File: src/rtl/bitwise_logic_pipe.sv
// Pipelined bitwise logic unit: eight two-operand/one-operand bitwise ops with
// valid/ready handshakes on both sides, a zero flag and a delivered-result counter.
module bitwise_logic_pipe #(
  parameter int WIDTH = 8,
  parameter int DEPTH = 2,
  parameter int CNT_W = 16
) (
  input  logic             clk,
  input  logic             rst,
  input  logic             in_valid,
  output logic             in_ready,
  input  logic [WIDTH-1:0] a,
  input  logic [WIDTH-1:0] b,
  input  logic [2:0]       op,
  output logic             out_valid,
  input  logic             out_ready,
  output logic [WIDTH-1:0] y,
  output logic             zero,
  output logic [CNT_W-1:0] count
);

  localparam logic [2:0] OP_NOT  = 3'b000;
  localparam logic [2:0] OP_AND  = 3'b001;
  localparam logic [2:0] OP_OR   = 3'b010;
  localparam logic [2:0] OP_XOR  = 3'b011;
  localparam logic [2:0] OP_NAND = 3'b100;
  localparam logic [2:0] OP_NOR  = 3'b101;
  localparam logic [2:0] OP_XNOR = 3'b110;
  localparam logic [2:0] OP_PASS = 3'b111;

  logic [WIDTH-1:0] result_d;
  logic             zero_d;
  logic             advance;
  logic             out_hs;
  logic [CNT_W-1:0] count_d;

  logic [DEPTH-1:0] valid_q;
  logic [DEPTH-1:0] zero_q;
  logic [WIDTH-1:0] data_q [DEPTH];
  logic [CNT_W-1:0] count_q;

  // NOTE: every signal assigned in always_comb gets a default first, so no path can infer a latch.
  always_comb begin
    result_d = a;
    unique case (op)
      OP_NOT:  result_d = ~a;
      OP_AND:  result_d = a & b;
      OP_OR:   result_d = a | b;
      OP_XOR:  result_d = a ^ b;
      OP_NAND: result_d = ~(a & b);
      OP_NOR:  result_d = ~(a | b);
      OP_XNOR: result_d = ~(a ^ b);
      OP_PASS: result_d = a;
      default: result_d = a;
    endcase
  end

  assign zero_d  = ~|result_d;
  assign advance = ~out_valid | out_ready;
  assign in_ready = advance & ~rst;
  assign out_hs  = out_valid & out_ready;
  assign count_d = count_q + CNT_W'(1);

  // The whole pipe shifts as one unit; empty slots are not squeezed out.
  // NOTE: sequential state uses non-blocking assignments so every stage samples pre-edge values.
  always_ff @(posedge clk) begin
    if (rst) begin
      valid_q <= '0;
      zero_q  <= '0;
      count_q <= '0;
      // NOTE: the data stages are cleared on reset because y must read zero out of reset.
      for (int k = 0; k < DEPTH; k++) data_q[k] <= '0;
    end else begin
      if (advance) begin
        valid_q[0] <= in_valid;
        data_q[0]  <= result_d;
        zero_q[0]  <= zero_d;
        for (int k = 1; k < DEPTH; k++) begin
          valid_q[k] <= valid_q[k-1];
          data_q[k]  <= data_q[k-1];
          zero_q[k]  <= zero_q[k-1];
        end
      end
      if (out_hs) count_q <= count_d;
    end
  end

  assign out_valid = valid_q[DEPTH-1];
  assign y         = data_q[DEPTH-1];
  assign zero      = zero_q[DEPTH-1];
  assign count     = count_q;

endmodule

File: config.mk
export PLATFORM = sky130hd
export DESIGN_NAME = bitwise_logic_pipe
export DESIGN_NICKNAME = d
export VERILOG_FILES = /design/src/rtl/bitwise_logic_pipe.sv
export SDC_FILE = /design/constraint.sdc
export NUM_CORES = 1
export LEC_CHECK = 0
export ABC_AREA = 1
export CAP_MARGIN = 30
export CORE_AREA = 2 2 72 74
export DETAILED_ROUTE_END_ITERATION = 10
export DIE_AREA = 0 0 74 76
export PLACE_DENSITY = 0.79
export SYNTH_ARGS = -nofsm -noshare
export SYNTH_HDL_FRONTEND = slang
export SYNTH_SLANG_ARGS = --single-unit
export TNS_END_PERCENT = 50
File: constraint.sdc
create_clock -name clk -period 3.6 [get_ports clk]
set_clock_uncertainty 0.05 [all_clocks]
set_input_delay 0.54 -clock clk [delete_from_list [all_inputs] [get_ports clk]]
set_output_delay 0.54 -clock clk [all_outputs]
set_load 0.03 [all_outputs]
==> Word level (Yosys, flattened, before mapping) <==
Memory sizes are Yosys's and may differ from the RTL's.
Cells that the tools add are included.
{ "totals": {"register_bits": 20, "mem_bits_rw": 16, "out_inout_bits": 27, "elab_cells": 37, "n_memories": 1} }
{ "mem_list": {"columns": ["memory", "depth", "word_bits", "read_ports", "rd_ports_with_merged_regs", "write_ports", "line", "rtl"], "rows": [
  ["data_q", 2, 8, 2, 0, 2, "39", "logic [WIDTH-1:0] data_q [DEPTH];"]
]} }
{ "op_classes": {"addsub": 1, "eq_ne": 7, "muxes": 8, "bitwise_logic": 14, "reduce_logical": 3} }
{ "op_table": {"columns": ["op", "count"], "rows": [
  ["$pmux W8 S8", 1],
  ["$not A8 Y8", 4],
  ["$add A16 B1 Y16 const B", 1],
  ["$mux W8", 2],
  ["$eq A3 B3 Y1 const B", 4],
  ["$and A8 B8 Y8", 1],
  ["$or A8 B8 Y8", 1],
  ["$reduce_or A8 Y1", 1],
  ["$xor A8 B8 Y8", 1],
  ["$eq A3 B2 Y1 const B", 2],
  ["$mux W1", 5],
  ["$eq A3 B1 Y1 const B", 1],
  ["$logic_not A3 Y1", 1],
  ["$or A1 B1 Y1", 3],
  ["$and A1 B1 Y1", 2],
  ["$not A1 Y1", 2],
  ["$logic_not A1 Y1", 1]
]} }

==> Depth between registers and ports, before layout <==
Gate-level depths: netlist of run 1.
{ "logic_depth": {"word_depth": 6, "ltp_mapped": 12, "ltp_nobuf": 12} }

==> Worst setup path after synthesis of run 1 <==
Ideal clock, no wire load.
{ "synth_timing": {"kind": "in2reg", "from": "input port rst", "to": "memory data_q[0][0], data pin", "arrival_ns": 1.624, "slack_ns": 1.787, "path_stages": 5, "path_cell_list": "clkbuf_1 > nor2_2 > inv_1 > clkbuf_1 > nor2_1"} }
{ "synth_lines": {"columns": ["element", "line", "rtl"], "rows": [
  ["from (decl)", "9", "input logic rst,"],
  ["to (decl)", "39", null]
]} }

==> Worst setup path after layout of run 1 <==
{ "layout_timing": {"from": "input port rst", "to": "output port in_ready"} }
{ "layout_between": {"elab_chain_len": 2} }
{ "layout_rtl": {"columns": ["element", "line", "rtl"], "rows": [
  ["$not A1 Y1", "60", "assign in_ready = advance & ~rst;"],
  ["$and A1 B1 Y1", "60", null],
  ["to (decl)", "11", "output logic in_ready,"]
]} }
Every way passes these cells.

==> results.yml, run 1 <==
status:
  status: "finished clean"
die:
  die_h_um: 76
  die_w_um: 74
  design.die.area_sq_mm: 0.00562
  initial_core_util_pct: 52.2
  io_pins: 50
  core_area_sq_mm: 0.00491
  core.rowCount: 26
critical_path:
  critical_path_class: "in2out"
  required_ns: 3.01
  crit-reg2reg-launch: "count[0]"
  cp_max_fo: 10
  critPathLaunchType: "input port"
  crit_path_end_kind: "primary output"
  arrival_ns: 2.07
  startpoint: "rst"
power_and_ir_drop:
  pwr-share-clk_pct: 29.4
  powerDensity_mw_per_mm2: 296
  combPwrFrac_pct: 21.6
  ir_drop_mv: 0.148
  seqPwrFrac_pct: 49.1
  switching_share_pct: 28.7
  p_leak_nw: 1.41
  p_sw_w: 0.000266
  power.internal_w: 0.000660
synth:
  yosysSeqAreaShare_pct: 34.4
  syn_inst: 365
  synth.avg_cell_area_sq_um: 7.02
  yosysWarnings: 0
  syn_area_sq_mm: 0.00256
  ys_types: 30
  syn_nets: 405
  synth_seq_cells: 36
timing:
  finalSetupTns_ns: 0
  hold_violations: 0
  hold_slack_ns: 0.415
  final_max_slew_viol_count: 0
  setup_viol: 0
  fmax_mhz: 377
  rsz0062_at_grt: "no"
  min_period_over_period_pct: 73.8
  worstMarginPinSlew_ns: 0.842
  fin_crit_ns: 2.66
  relSlewSlack_pct: 43.7
grt:
  grt_pass1_wl_um: 8870
  grt_use_total_pct: 19.5
  grt-ovfl-total: 0
  grt_max_degree: 24
  antenna_found_initial: 0
  grt_pass1_vias: 2076
clock_tree:
  clkSinkCount: 36
  cts.repair.resized: 0
  clk_latency_ns: 0.29
  clkTransAtPathRegs_ns: 0.07
  cts_max_path_buffers: 2
  cts_max_level: 2
  cts_inserted_buffers: 5
  cts_tree: "done"
  cts-root-buf: "clkbuf_8"
  cts_setup_buffers: 0
  holdBufCountCts: 0
hold_path:
  hold_path.class: "reg2reg"
  worstHoldStart: "valid_q[0]"
cells_and_area:
  fin_nets: 447
  multi_input_area_sq_mm: 0.00129
  final_cell_mix: "nand2_1, inv_1, nor2_1"
  drive_gt1_share_pct: 7.35
  final_common_cell: "nand2_1"
  antennaDiodeCount: 0
  fillers: 461
  area.sequential_sq_um: 881
  fin_util_pct: 63.7
  synthToLayoutAreaGrowth_pct: 22.1
route:
  wirelength_um: 5210
  first_pass_iters: 4
  ant_nets: 0
  viasPerCell: 4.99
  drt_iter0_markers: 158
  via_count: 2384
  wl_per_cell_um: 10.9
  post-route-drc-count: 0
placement:
  place.gp.congestion: 0.851
  port_buffers: 49
  dpl.hpwl_um: 3960
job:
  drv_cap: 0
## sequential cells by signal, indices dropped and copies added, names as in the netlist
register / flops
count: 16
valid_q: 2
data_q: 16
zero_q: 2
## worst paths after layout
kind,endpoint,slack (ns),depth (start not counted)
min,valid_q[1],0.41,2
max,in_ready,0.94,5
max reg2reg,count[12],1.91,8
min reg2reg,valid_q[1],0.41,2
## stage by stage
step / power [W] / instance area (sq um) / instances / worst slack (ns)
after floorplan: 0.000601 / 2560 / 365 / 1.79
after global placement: 0.000657 / 3050 / 470 / 0.964
after CTS: 0.000929 / 3130 / 478 / 0.943
after detailed placement: 0.000662 / 3050 / 470 / 0.845
after global routing: 0.000968 / 3130 / 478 / 0.908
final: 0.000926 / 3130 / 478 / 0.944
## power by group through the flow
stage	Clock [W]	Sequential (W)	Combinational [W]
6_report	0.000272	0.000454	0.000200
5_1_grt	0.000288	0.000456	0.000224
4_1_cts	0.000276	0.000454	0.000199
3_5_place_dp	0	0.000464	0.000198
3_3_place_gp	0	0.000463	0.000194
2_1_floorplan	0	0.000466	0.000135
## cell type report
class	instances	area share [%]
multi-input cells	241	41.3
flip-flops and latches	36	28.1
repair buffers	54	16.9
inverters	69	8.28
well taps	70	2.80
clock buffers	5	2.20
clock inverters	3	0.440
## Yosys cell counts
| cell | n | share of area, % |
|---|---|---|
| xor2_1 | 2 | 0.68 |
| o21ai_1 | 7 | 1.4 |
| nand2_1 | 64 | 9.4 |
| nor3_4 | 1 | 0.63 |
| nor3_1 | 4 | 0.78 |
| dfxtp_1 | 20 | 16 |
| a211oi_1 | 1 | 0.29 |
| o21ai_0 | 13 | 2.5 |
| nand3_1 | 24 | 4.7 |
| nor2_2 | 2 | 0.49 |
| buf_6 | 2 | 0.88 |
| buf_2 | 4 | 0.78 |
| nand4_1 | 24 | 5.9 |
| buf_4 | 11 | 3.2 |
| nor2_4 | 3 | 1.3 |
| or2_0 | 2 | 0.49 |
| nand3_2 | 1 | 0.39 |
| a21oi_1 | 13 | 2.5 |
| inv_1 | 61 | 8.9 |
| a22o_1 | 1 | 0.34 |
| nor3b_1 | 1 | 0.29 |
| ha_1 | 17 | 8.3 |
| edfxtp_1 | 16 | 19 |
| nand3b_1 | 3 | 0.88 |
| nand2_2 | 2 | 0.49 |
| nor3_2 | 1 | 0.39 |
| a31oi_1 | 2 | 0.49 |
| clkbuf_1 | 2 | 0.29 |
| inv_2 | 8 | 1.2 |
| nor2_1 | 53 | 7.8 |
## critical path: stages
cell             delay [ns]
clkdlybuf4s50_1        0.41
buf_4                  0.18
nor2_2                 0.11
buf_4                  0.16
clkdlybuf4s50_1        0.67
## per-layer routing
layer / wire length [um] / global-route usage, % / up-vias
met5: 0 / 0 / -
met4: 71 / 6.36 / 0
met3: 207 / 3.17 / 7
met2: 2560 / 32.5 / 60
met1: 2380 / 25.4 / 1063
li1: - / - / 1254
## cell families after synthesis
kind of cell,after synthesis,share of synthesized area (%)
flops,36,34.4
fa+ha+maj,17,8.30
xor+xnor,2,0.683
buf+inv,88,15.3
compound gates,37,7.56
simple gates,185,33.8
No activity file was read; power rests on OpenSTA's default activity.
==> run 2: changes to the inputs <==
--- a/config.mk
+++ b/config.mk
@@ -7,10 +7,10 @@
 export LEC_CHECK = 0
 export ABC_AREA = 1
 export CAP_MARGIN = 30
-export CORE_AREA = 2 2 72 74
+export CORE_AREA = 2 2 77 79
 export DETAILED_ROUTE_END_ITERATION = 10
-export DIE_AREA = 0 0 74 76
-export PLACE_DENSITY = 0.79
+export DIE_AREA = 0 0 79 81
+export PLACE_DENSITY = 0.72
 export SYNTH_ARGS = -nofsm -noshare
 export SYNTH_HDL_FRONTEND = slang
 export SYNTH_SLANG_ARGS = --single-unit
==> constraint.sdc (replaced) <==
create_clock -name clk -period 2.4 [get_ports clk]
set_clock_uncertainty 0.05 [all_clocks]
set_input_delay 0.36 -clock clk [delete_from_list [all_inputs] [get_ports clk]]
set_output_delay 0.36 -clock clk [all_outputs]
set_load 0.03 [all_outputs]
==> results.yml, run 2 (synthesis gave the netlist of run 1 again) <==
die:
  core_area_sq_mm: 0.00568
  die_w_um: 79
  design.die.area_sq_mm: 0.00640
  die_h_um: 81
  initial_core_util_pct: 45.2
  core.rowCount: 28
  io_pins: 50
timing:
  setup_viol: 0
  worstMarginPinSlew_ns: 0.579
  finalSetupTns_ns: 0
  fmax_mhz: 515
  final_max_slew_viol_count: 0
  rsz0062_at_grt: "no"
  hold_violations: 0
  fin_crit_ns: 1.94
  min_period_over_period_pct: 80.9
  relSlewSlack_pct: 61.4
route:
  ant_nets: 0
  top_layer: "met4"
  met1_length_um: 2530
  via_count: 2391
  wl_met2_um: 2510
  viasPerCell: 4.91
  wl_per_cell_um: 11.3
  drt_iter0_markers: 154
  post-route-drc-count: 0
  met3_length_um: 345
  wirelength_um: 5520
  first_pass_iters: 4
critical_path:
  cp_max_fo: 10
  reg2reg_depth: 8
  arrival_ns: 2.07
  crit_path_end_kind: "register"
  r2r_slack_ns: 0.68
  critPathLaunchType: "input port"
  required_ns: 2.53
  critical_path_class: "in2reg"
cells_and_area:
  multi_input_area_sq_mm: 0.00129
  final_common_cell: "nand2_1"
  antennaDiodeCount: 0
  final_cell_mix: "nand2_1, inv_1, nor2_1"
  drive_gt1_share_pct: 8.25
  fin_nets: 451
  area.sequential_sq_um: 881
  synthToLayoutAreaGrowth_pct: 23.7
  fillers: 552
  fin_util_pct: 55.9
grt:
  grt_pass1_vias: 2220
  grt_max_degree: 18
  grt_use_total_pct: 18.5
  grt-ovfl-total: 0
  antenna_found_initial: 0
  grt_pass1_wl_um: 9610
status:
  status: "finished clean"
power_and_ir_drop:
  switching_share_pct: 27.5
  powerDensity_mw_per_mm2: 449
  p_leak_nw: 1.43
  p_sw_w: 0.000392
  seqPwrFrac_pct: 47.9
  pwr-share-clk_pct: 30.5
  power.internal_w: 0.00103
  combPwrFrac_pct: 21.6
  ir_drop_mv: 0.266
clock_tree:
  cts_inserted_buffers: 5
  cts_max_level: 2
  cts.repair.resized: 0
  clk_latency_ns: 0.29
  cts_tree: "done"
  cts_setup_buffers: 0
  clkTransAtPathRegs_ns: 0.06
  clkSinkCount: 36
  holdBufCountCts: 0
  cts_max_path_buffers: 2
  cts-root-buf: "clkbuf_8"
placement:
  port_buffers: 49
  dpl.hpwl_um: 4340
  place.gp.congestion: 0.889
hold_path:
  min_path_cells: 2
  hold_path.class: "reg2reg"
job:
  drv_cap: 0
==> run 2: changes by cell type in the layout (fill, tap and decap cells not counted) <==
| cell | change |
|---|---|
| clkinv_1 | -1 |
| clkbuf_8 | +1 |
| clkdlybuf4s50_1 | -1 |
| buf_4 | +5 |
| clkinv_2 | -2 |
| clkbuf_1 | +2 |
==> run 2: metrics by stage <==
| step | setup WS, ns | cells | instance area [sq um] | power [W] | hold slack (ns) |
|---|---|---|---|---|---|
| finish | 0.459 | 487 | 3170 | 0.00142 | 0.406 |
| global route | 0.319 | 487 | 3170 | 0.00150 | 0.421 |
| CTS | 0.472 | 487 | 3170 | 0.00143 | 0.408 |
| detailed placement | 0.171 | 479 | 3080 | 0.00100 | 0.398 |
| global placement | 0.245 | 479 | 3080 | 0.000997 | 0.405 |
| floorplan | 0.660 | 365 | 2560 | 0.000901 | 0.377 |
==> run 2: final cells by class <==
class	count	share of cell area, %
multi-input cells	241	40.7
flip-flops and latches	36	27.8
repair buffers	58	17.5
inverters	69	8.17
well taps	75	2.96
clock buffers	8	2.84
==> run 2: metal layers <==
metal  vias to the layer above  global-route usage (%)
met5                         -                       0
met4                         0                    6.38
met3                        13                    3.11
met2                        88                    31.6
met1                      1033                    23.9
li1                       1257                       -
==> run 2: path summary, 6_finish.rpt <==
check,to,from
max,zero_q[0],op[1]
min,zero_q[0],zero_q[0]
max reg2reg,count[12],count[0]
min reg2reg,zero_q[0],zero_q[0]
==> run 2: power groups by stage <==
stage | Combinational [W] | Clock [W] | Sequential [W]
4_1_cts | 0.000306 | 0.000441 | 0.000682
6_report | 0.000308 | 0.000434 | 0.000682
2_1_floorplan | 0.000202 | 0 | 0.000699
5_1_grt | 0.000344 | 0.000469 | 0.000684
3_5_place_dp | 0.000306 | 0 | 0.000696
3_3_place_gp | 0.000302 | 0 | 0.000695
==> run 2: worst max-delay path, cell delays in order <==
cell             delay, ns
clkdlybuf4s50_1       0.71
inv_2                 0.09
nor2_4                0.22
nand2_1               0.15
o21ai_0               0.18
nor2_1                0.06
nand3_1               0.11
nor2_1                0.06
nand3_1               0.08
nand2_1               0.05
==> run 3: changes to the inputs <==
--- a/config.mk
+++ b/config.mk
@@ -7,10 +7,10 @@
 export LEC_CHECK = 0
 export ABC_AREA = 1
 export CAP_MARGIN = 30
-export CORE_AREA = 2 2 77 79
+export CORE_AREA = 2 2 74 76
 export DETAILED_ROUTE_END_ITERATION = 10
-export DIE_AREA = 0 0 79 81
-export PLACE_DENSITY = 0.72
+export DIE_AREA = 0 0 76 78
+export PLACE_DENSITY = 0.75
 export SYNTH_ARGS = -nofsm -noshare
 export SYNTH_HDL_FRONTEND = slang
 export SYNTH_SLANG_ARGS = --single-unit
==> constraint.sdc (replaced) <==
create_clock -name clk -period 1.9 [get_ports clk]
set_clock_uncertainty 0.05 [all_clocks]
set_input_delay 0.285 -clock clk [delete_from_list [all_inputs] [get_ports clk]]
set_output_delay 0.285 -clock clk [all_outputs]
set_load 0.03 [all_outputs]
==> results.yml, run 3 (synthesis gave the netlist of run 1 again) <==
critical_path:
  critPathLaunchType: "register"
  cpPeakStageDelay_ns: 0.70
  startpoint: "count[3]"
  arrival_ns: 1.42
  crit-reg2reg-launch: "count[1]"
  cp_max_fo: 5
  critical_path_class: "reg2out"
  crit_path_end_kind: "primary output"
  cp.depth: 1
  path_cells: "clkdlybuf4s50_1"
  crit_buf_inv: 1
  reg2reg_depth: 8
  slowest_stage: "clkdlybuf4s50_1"
  critical_path.top_delay_family: "buffers and inverters"
  required_ns: 1.56
placement:
  place.gp.congestion: 0.908
  dpl.hpwl_um: 4490
  dp_cells: 498
  port_buffers: 49
  preCtsSetupSlack_ns: -0.0622
clock_tree:
  cts.repair.resized: 0
  cts_inserted_buffers: 5
  cts_setup_buffers: 0
  cts-root-buf: "clkbuf_8"
  cts_max_level: 2
  cts_max_path_buffers: 2
  cts_tree: "done"
  holdBufCountCts: 0
  clk_latency_ns: 0.29
  clkTransAtPathRegs_ns: 0.07
  clkSinkCount: 36
route:
  wl_met2_um: 2760
  post-route-drc-count: 0
  wl_per_cell_um: 11.3
  ant_nets: 0
  viasPerCell: 4.95
  wirelength_um: 5700
  drt_iter0_markers: 85
  met3_length_um: 314
  met1_length_um: 2530
  top_layer: "met4"
  first_pass_iters: 4
  via_count: 2503
timing:
  timing.final.ws_setup_ns: 0.149
  relSlewSlack_pct: 76.0
  fmax_mhz: 571
  setup_viol: 0
  finalSetupTns_ns: 0
  hold_violations: 0
  final_max_slew_viol_count: 0
  rsz0062_at_grt: "no"
  worstMarginPinSlew_ns: 0.360
  min_period_over_period_pct: 92.1
  fin_crit_ns: 1.75
hold_path:
  worstHoldStart: "zero_q[0]"
  min_path_cells: 2
  hold_path.class: "reg2reg"
grt:
  grt-ovfl-total: 0
  grt_max_degree: 22
  grt_pass1_wl_um: 9920
  grt_use_total_pct: 20.3
  antenna_found_initial: 0
  grt_pass1_vias: 2302
cells_and_area:
  drive_gt1_share_pct: 13.5
  synthToLayoutAreaGrowth_pct: 31.1
  final_common_cell: "nand2_1"
  fin_nets: 475
  final_cell_mix: "nand2_1, inv_1, nor2_1"
  layout.cells.non_filler: 506
  fillers: 438
  antennaDiodeCount: 0
status:
  status: "finished clean"
die:
  die_h_um: 78
  io_pins: 50
  core.rowCount: 26
  core_area_sq_mm: 0.00504
  die_w_um: 76
  design.die.area_sq_mm: 0.00593
  initial_core_util_pct: 50.8
power_and_ir_drop:
  ir_drop_mv: 0.422
  powerDensity_mw_per_mm2: 534
  total_power_w: 0.00180
  p_leak_nw: 1.56
job:
  drv_cap: 0
[run 3: worst reg2reg max path: stages, from the launching register on]
cell and delay (ns):
dfxtp_1 0.38, ha_1 0.19, inv_2 0.06, nor3_4 0.19
nand2_2 0.10, nor2_4 0.09, nand4_1 0.17, or2_0 0.26
a21oi_1 0.11
[run 3: worst paths after layout]
path / endpoint / slack, ns
setup / recovery: count[3] / 0.15
hold / removal: zero_q[0] / 0.41
setup reg to reg: count[12] / 0.24
hold reg to reg: zero_q[0] / 0.41
[run 3: stage by stage]
step	hold WS [ns]	cell area [sq um]	utilization, %
CTS	0.408	3360	66.7
finish	0.410	3360	66.7
global route	0.436	3360	66.7
global placement	0.392	3280	65.0
detailed placement	0.399	3280	65.0
floorplan	0.348	2560	-
[run 3: power by group]
part           leakage (nW)  internal, W  switching (W)
clock                0.0453     0.000248       0.000263
combinational          1.16     0.000187       0.000237
sequential            0.350     0.000850      0.0000117
total                  1.56      0.00129       0.000511
[run 3: final cells by class]
class	count	area [sq um]	share of cell area (%)
multi-input cells	241	1290	38.4
clock buffers	5	68.8	2.05
well taps	70	87.6	2.61
clock inverters	3	13.8	0.409
flip-flops and latches	36	881	26.2
inverters	69	259	7.70
repair buffers	82	761	22.6
[run 3: metal layers]
metal | vias to the layer above | GRT usage (%)
met5 | - | 0
met4 | 0 | 7.27
met3 | 8 | 3.26
met2 | 83 | 35.7
met1 | 1105 | 25.3
li1 | 1307 | -
